--- config.mk ---
export PLATFORM = sky130hd
export DESIGN_NAME = sd_init_gate
export DESIGN_NICKNAME = d
export VERILOG_FILES = /design/src/rtl/sd_init_gate.sv
export SDC_FILE = /design/constraint.sdc
export NUM_CORES = 1
export LEC_CHECK = 0
export ABC_AREA = 1
export CORE_MARGIN = 2
export CORE_UTILIZATION = 45
export CTS_BUF_LIST = sky130_fd_sc_hd__clkbuf_8 sky130_fd_sc_hd__clkbuf_16
export DETAILED_ROUTE_END_ITERATION = 12
export GPL_ROUTABILITY_DRIVEN = 0
export PLACE_DENSITY = 0.69
export SETUP_SLACK_MARGIN = 0.4
export SLEW_MARGIN = 20
export SYNTH_ARGS = -nofsm -noshare
export SYNTH_HDL_FRONTEND = slang
export SYNTH_SLANG_ARGS = --single-unit
--- constraint.sdc ---
create_clock -name CLOCK_50 -period 2.6 [get_ports CLOCK_50]
set_input_delay 0.52 -clock CLOCK_50 [delete_from_list [all_inputs] [get_ports CLOCK_50]]
set_output_delay 0.52 -clock CLOCK_50 [all_outputs]
set_load 0.03 [all_outputs]
--- src/rtl/sd_init_gate.sv ---
// ============================================================================
// Module   : sd_init_gate
// Brief    : Gates the SD command path through the power-up dummy-clock window
//            and until the card response matches or an edge timeout expires.
// Revision : 1.0 - initial release
// ============================================================================
`default_nettype none

module sd_init_gate #(
    parameter int                CNT_W         = 16,
    parameter int                INIT_EDGES    = 363,
    parameter int                RESP_W        = 16,
    parameter logic [RESP_W-1:0] RESP_MASK     = 16'h00FF,
    parameter logic [RESP_W-1:0] RESP_EXPECT   = 16'h0000,
    parameter int                MATCH_EDGES   = 1,
    parameter int                TIMEOUT_EDGES = 4096
) (
    input  logic              CLOCK_50,
    input  logic              rst_n,
    input  logic              sd_clk_in,
    input  logic              start,
    input  logic [RESP_W-1:0] response_signal,
    output logic              gate_signal,
    output logic              done,
    output logic              timeout_err,
    output logic              busy,
    output logic [CNT_W-1:0]  edge_count
);

    localparam int c_TO_W = (TIMEOUT_EDGES < 2) ? 1 : $clog2(TIMEOUT_EDGES + 1);

    typedef enum logic [2:0] {
        S_IDLE       = 3'd0,
        S_WAIT_EDGES = 3'd1,
        S_WAIT_RESP  = 3'd2,
        S_DONE       = 3'd3,
        S_TIMEOUT    = 3'd4
    } state_t;

    state_t              r_state;
    state_t              w_state_nxt;
    logic                r_s1, r_s2, r_s3;
    logic                w_rise;
    logic [CNT_W-1:0]    r_edge_count, w_edge_nxt, w_edge_inc;
    logic [3:0]          r_match_cnt, w_match_nxt, w_match_inc;
    logic [c_TO_W-1:0]   r_to_cnt, w_to_nxt, w_to_inc;
    logic                w_resp_ok;
    logic                r_busy, r_done, r_timeout, r_gate;
    logic                w_busy_nxt;

    assign w_rise      = r_s2 & ~r_s3;
    assign w_resp_ok   = (response_signal & RESP_MASK) == RESP_EXPECT;
    assign w_edge_inc  = r_edge_count + CNT_W'(1);
    assign w_match_inc = r_match_cnt + 4'd1;
    assign w_to_inc    = r_to_cnt + c_TO_W'(1);

    always_comb begin
        w_state_nxt = r_state;
        w_edge_nxt  = r_edge_count;
        w_match_nxt = r_match_cnt;
        w_to_nxt    = r_to_cnt;
        case (r_state)
            // Rises that coincide with start are deliberately dropped here.
            S_IDLE, S_DONE, S_TIMEOUT: begin
                if (start) begin
                    w_state_nxt = S_WAIT_EDGES;
                    w_edge_nxt  = '0;
                    w_match_nxt = '0;
                    w_to_nxt    = '0;
                end
            end
            S_WAIT_EDGES: begin
                if (w_rise) begin
                    w_edge_nxt = w_edge_inc;
                    if (w_edge_inc == CNT_W'(INIT_EDGES))
                        w_state_nxt = S_WAIT_RESP;
                end
            end
            S_WAIT_RESP: begin
                if (w_rise) begin
                    w_edge_nxt  = (&r_edge_count) ? r_edge_count : w_edge_inc;
                    w_to_nxt    = w_to_inc;
                    w_match_nxt = w_resp_ok ? w_match_inc : 4'd0;
                    // A match completing on the timeout edge still reports DONE.
                    if (w_resp_ok && (w_match_inc == 4'(MATCH_EDGES)))
                        w_state_nxt = S_DONE;
                    else if ((TIMEOUT_EDGES != 0) && (w_to_inc == c_TO_W'(TIMEOUT_EDGES)))
                        w_state_nxt = S_TIMEOUT;
                end
            end
            default: w_state_nxt = S_IDLE;
        endcase
    end

    assign w_busy_nxt = (w_state_nxt == S_WAIT_EDGES) || (w_state_nxt == S_WAIT_RESP);

    always_ff @(posedge CLOCK_50) begin
        if (!rst_n) begin
            r_s1         <= 1'b0;
            r_s2         <= 1'b0;
            r_s3         <= 1'b0;
            r_state      <= S_IDLE;
            r_edge_count <= '0;
            r_match_cnt  <= '0;
            r_to_cnt     <= '0;
            r_busy       <= 1'b0;
            r_gate       <= 1'b0;
            r_done       <= 1'b0;
            r_timeout    <= 1'b0;
        end else begin
            r_s1         <= sd_clk_in;
            r_s2         <= r_s1;
            r_s3         <= r_s2;
            r_state      <= w_state_nxt;
            r_edge_count <= w_edge_nxt;
            r_match_cnt  <= w_match_nxt;
            r_to_cnt     <= w_to_nxt;
            r_busy       <= w_busy_nxt;
            r_gate       <= w_busy_nxt;
            r_done       <= (w_state_nxt == S_DONE);
            r_timeout    <= (w_state_nxt == S_TIMEOUT);
        end
    end

    assign gate_signal = r_gate;
    assign done        = r_done;
    assign timeout_err = r_timeout;
    assign busy        = r_busy;
    assign edge_count  = r_edge_count;

endmodule

`default_nettype wire

---- After elaboration in Yosys (flattened, before gate mapping) ----
Index checks and enable logic that the tools add are counted.
word-level totals
  bits in latches ......................... 0
  word-level logic and storage cells ...... 59
  bits in writable memories ............... 0
  memories kept ........................... 0
  flip-flop bits (word level) ............. 42
  output and inout port bits .............. 20
  memory bits (read-only) ................. 0
  input bits .............................. 20
operators by class
  reduce and logical (&&, ||, !) cells .... 10
  divide/modulo/power cells ............... 0
  multiply operators ...................... 0
  magnitude comparators ................... 0
  multiplexer cells ....................... 19
  add/sub/neg operators ................... 3
  shifts and indexed selects .............. 0
  bitwise operators ....................... 2
  equal/unequal tests ..................... 15
operator list
  kind                                             count
  2-to-1 mux 16 bit                                4
  case mux 16 bit (3 select lines)                 1
  2-to-1 mux 13 bit                                2
  case mux 13 bit (2 select lines)                 1
  2-to-1 mux 3 bit                                 6
  adder 16 x 1 -> 16 bit (second input constant)   1
  == test 16 x 9 -> 1 bit (second input constant)  1
  zero test 16 bit                                 1
  AND reduction 16 bit                             1
  adder 13 x 1 -> 13 bit (second input constant)   1
  == test 13 bit (second input constant)           1
  == test 3 x 2 -> 1 bit (second input constant)   4
  2-to-1 mux 4 bit                                 3
  case mux 3 bit (3 select lines)                  1
  != test 2 bit (second input constant)            4
  case mux 4 bit (2 select lines)                  1
  == test 3 x 1 -> 1 bit (second input constant)   2
  == test 3 bit (second input constant)            2
  AND reduction 5 bit                              1
  adder 4 x 1 -> 4 bit (second input constant)     1
  == test 4 x 1 -> 1 bit (second input constant)   1
  zero test 3 bit                                  1
  AND reduction 3 bit                              1
  nonzero test 3 bit                               1
  6 further kinds                                  6

---- Logic depth before layout (Yosys ltp) ----
  depth after elaboration ................. 8
  gate-level depth with buffers ........... 17
  gate-level depth less buffers ........... 17

---- Worst setup path before layout ----
Ideal clock, no wire load.
  kind .................................... register -> register
  start point ............................. register r_edge_count[1], in the netlist edge_count[1]
  end point ............................... register r_gate, in the netlist gate_signal
  library setup time ...................... 0.113 ns
  required time ........................... 2.487 ns
  cell stages (with the launch flop) ...... 13
  path buffers ............................ 0
  path slack .............................. 0.503 ns
  period minus slack after synthesis ...... 2.097 ns
  data arrival time ....................... 1.984 ns
  path through ............................ dfxtp_1 > ha_1 > nand2_2 > nor2_1 > nand3_1 > nand2_1 > nand3_1 > nor2_4 > nand3_2 > a21oi_4 > nand2_2 > nor2_1 > nor2_1
on the way
  cells in the longest elaborated chain, start to end .. 7
  elaborated cells between the ends (all ways) .. 8
  those cells by class .................... add/sub: 1; eq/ne: 3; mux: 3; reduce/logical: 1
ends and longest elaborated chain
  item                                                                     line  text
  start: declaration                                                       44    logic [CNT_W-1:0] r_edge_count, w_edge_nxt, w_edge_inc;
  start signal: assignment                                                 115   r_edge_count <= w_edge_nxt;
  adder 16 x 1 -> 16 bit *                                                 53    assign w_edge_inc = r_edge_count + CNT_W'(1);
  == test 16 x 9 -> 1 bit *                                                75    if (w_edge_inc == CNT_W'(INIT_EDGES))
  2-to-1 mux 3 bit *                                                       75
  2-to-1 mux 3 bit *                                                       73    if (w_rise) begin
  case mux 3 bit (3 select lines) *                                        62    case (r_state)
  == test 3 x 1 -> 1 bit / == test 3 x 2 -> 1 bit (equally long branches)  95    assign w_busy_nxt = (w_state_nxt == S_WAIT_EDGES) || (w_state_nxt == S_WAIT_RESP);
  logical OR 1 bit *                                                       95
  end signal: assignment                                                   119   r_gate <= w_busy_nxt;
  end: declaration                                                         48    logic r_busy, r_done, r_timeout, r_gate;
Mark *: on every way between the ends. The rest lies on a longest branch, timed or not.
A chain may end at the register's enable or synchronous reset.

---- Worst setup path after layout ----
  start point ............................. register r_edge_count[2], in the netlist edge_count[2]
  end point ............................... output port edge_count[2]
RTL lines
  item              line  text
  end: declaration  27    output logic [CNT_W-1:0] edge_count
No word-level cell between the ends.

==> results.py <==
metrics = {
    "timing": {
        "maxSlewHeadroom": 0.661,
        "fin_skew_ns": 0.00350,
        "setup_viol": 0,
        "setup_tns_ns": 0,
        "period_needed_ns": 2.05,
        "rsz0062_at_grt": "false",
        "worst_slew_pin_slew_ns": 0.508,
        "finalWorstSetupSlack_ns": 0.551,
        "max_freq_mhz": 488,
        "hold_viol": 0,
        "maxSlewViolCount": 0,
        "timing.hold.ws_ns": 0.417,
        "finalCritPeriodShare": 0.788,
    },
    "floorplanning": {
        "fp.dieH_um": 79.9,
        "die-area_um2": 6380,
        "core_area_um2": 5540,
        "die_w_um": 79.9,
        "rows": 27,
        "start_util": 0.468,
        "io_pins": 40,
    },
    "logic_synthesis": {
        "async_flop_share": 0,
        "synth_commonest_cells": "nand2_1 (120), inv_1 (48), nor2_1 (48)",
        "synth_warnings": 0,
        "synth_area_leaders": "dfxtp_1 (32%), nand2_1 (17%), inv_1 (6.9%)",
        "synth_area_um2": 2590,
        "yosysMostFrequentCell": "nand2_1",
        "synth_top_cell_by_area": "dfxtp_1",
        "syn_avg_cell_area_um2": 6.37,
        "yosysTopAreaCellShare": 0.324,
        "synthesis.nets": 433,
        "synth-seq-cells": 42,
        "ys_types": 29,
        "synth_edf_count": 0,
        "ys.flop_type": "dfxtp_1",
        "ys_seq_area_frac": 0.324,
        "netlist_instances": 407,
    },
    "power": {
        "p_switching_w": 0.000488,
        "clkPwrFrac": 0.328,
        "p_leak_nw": 1.21,
        "ir_drop_v": 0.000345,
        "internal-power_w": 0.00109,
        "pwr-share-seq": 0.456,
        "swShare": 0.310,
        "p_comb_frac": 0.216,
        "power_density_nw_per_um2": 503,
    },
    "finish": {
        "syn_to_final_growth_pct": 20.7,
        "nets": 467,
        "antenna_cells": 0,
        "nFillCells": 589,
        "drive_gt1_frac": 0.0973,
        "postLayoutCoreUtil": 0.565,
    },
    "setup_path": {
        "crit_buf_inv": 1,
        "startpoint_type": "flip-flop",
        "cp.arrival_ns": 1.53,
        "cp_top_family": "buffers and inverters",
        "endpoint_kind": "primary output",
        "crit_fanout": 8,
        "critical-path-max-stage-delay_ns": 0.73,
        "cp_slowest_cell": "clkdlybuf4s50_1",
        "crit_required_ns": 2.08,
        "crit_type": "reg2out",
        "worstPathCellList": "clkdlybuf4s50_1",
    },
    "clock_tree": {
        "tritoncts.num_buffers": 5,
        "cts_tree": "done",
        "cts.clk_slew.worst_paths_ns": 0.08,
        "clock_sinks": 42,
        "insertion_delay_ns": 0.30,
        "clk_path_buf_depth": 2,
        "ctsHoldBuffers": 0,
        "htree_levels": 2,
        "cts_root_buf": "clkbuf_8",
    },
    "placement": {
        "dp_hpwl_um": 4300,
        "pre_cts_ws_ns": 0.457,
        "io_buffers": 31,
    },
    "global_route": {
        "grt_pass1_vias": 2309,
        "grt_pass1_wl_um": 10200,
        "track_usage": 0.202,
        "antenna_found_initial": 0,
        "grt_max_degree": 23,
        "grt_overflow": 0,
    },
    "route": {
        "vias_per_cell": 5.07,
        "drt_iter0_drc": 124,
        "via_count": 2604,
        "wl_per_cell_um": 11.6,
        "dr.pass1.iters": 4,
        "drc": 0,
        "detail-route-antenna-nets": 0,
        "routed_wl_um": 5980,
    },
    "min_path": {
        "hold_path_class": "reg2reg",
    },
    "flow_run": {
        "cap_viol_max_count": 0,
    },
    "run_status": {
        "status": "finished, final reports clean",
    },
}
==> final cells by class <==
cell class / count / area (um^2) / share of cell area
Timing Repair Buffer: 38 / 367 / 0.117
Inverter: 52 / 195 / 0.0624
Clock inverter: 3 / 37.5 / 0.0120
Clock buffer: 5 / 68.8 / 0.0220
Tap cell: 72 / 90.1 / 0.0288
Multi-Input combinational cell: 302 / 1530 / 0.487
Sequential cell: 42 / 846 / 0.270
==> registers in the layout, indices dropped and copies added (netlist names) <==
| signal | flops |
|---|---|
| r_state | 3 |
| done | 1 |
| r_s3 | 1 |
| gate_signal | 1 |
| edge_count | 16 |
| r_s1 | 1 |
| r_s2 | 1 |
| timeout_err | 1 |
| r_to_cnt | 13 |
| r_match_cnt | 4 |
==> tightest hold or removal path: cells and delay by family (launching register included) <==
kind	cells	cell delay, ns
flip-flops	1	0.31
AND/OR/NAND/NOR	1	0.04
buffers and inverters	1	0.04
==> metrics by stage <==
step / area [um^2] / std cells / power (W)
floorplan: 2590 / 407 / 0.000948
global placement: 2990 / 505 / 0.00106
detailed placement: 2990 / 505 / 0.00107
CTS: 3090 / 513 / 0.00158
global route: 3130 / 514 / 0.00166
finish: 3130 / 514 / 0.00157
==> worst paths after layout <==
| check | slack [ns] | depth (start not counted) | startpoint | end |
|---|---|---|---|---|
| min reg2reg | 0.42 | 2 | r_s1 | r_s2 |
| min | 0.42 | 2 | r_s1 | r_s2 |
| max reg2reg | 0.59 | 16 | r_to_cnt[0] | gate_signal |
| max | 0.55 | 1 | edge_count[2] | edge_count[2] |
==> routing by layer <==
metal / share of wire / global-route usage / wire length (um)
met1: 0.48 / 0.264 / 2900
met2: 0.46 / 0.337 / 2730
met3: 0.048 / 0.0339 / 286
met4: 0.012 / 0.0661 / 71
met5: 0 / 0 / 0
==> placed cells by master, fill, tap and decap left out, types with 4 or more instances in the layout <==
master / count
clkbuf_8: 5
nor2_1: 47
o21ai_0: 6
ha_1: 5
nand3_1: 25
nand4_1: 13
nor2_2: 4
a21oi_1: 28
nand2_2: 7
dfxtp_2: 4
a211oi_1: 14
a31oi_1: 8
inv_1: 50
nor2_4: 4
dfxtp_1: 38
nand2_1: 120
buf_4: 6
clkdlybuf4s50_1: 31
==> what timing repair did <==
item	4_1_cts	5_1_grt
buffers inserted	0	1
endpoints found under the setup margin	0	18
gates resized for setup	0	9
==> power groups by stage <==
| stage | registers (W) | clock network, W | logic [W] |
|---|---|---|---|
| 3_5_place_dp | 0.000730 | 0 | 0.000337 |
| 2_1_floorplan | 0.000777 | 0 | 0.000170 |
| 3_3_place_gp | 0.000729 | 0 | 0.000331 |
| 4_1_cts | 0.000715 | 0.000527 | 0.000339 |
| 6_report | 0.000718 | 0.000516 | 0.000341 |
| 5_1_grt | 0.000724 | 0.000556 | 0.000378 |
==> kinds of logic after synthesis <==
family,after synthesis,share of synthesized area
AOI/OAI and AO/OA,63,0.149
xor gates and xnor gates,6,0.0203
adders and majority gates,6,0.0290
buffers and inverters,63,0.0951
DFF,42,0.324
and+or+nand+nor,227,0.383
Power figures use the tool's default switching activity.
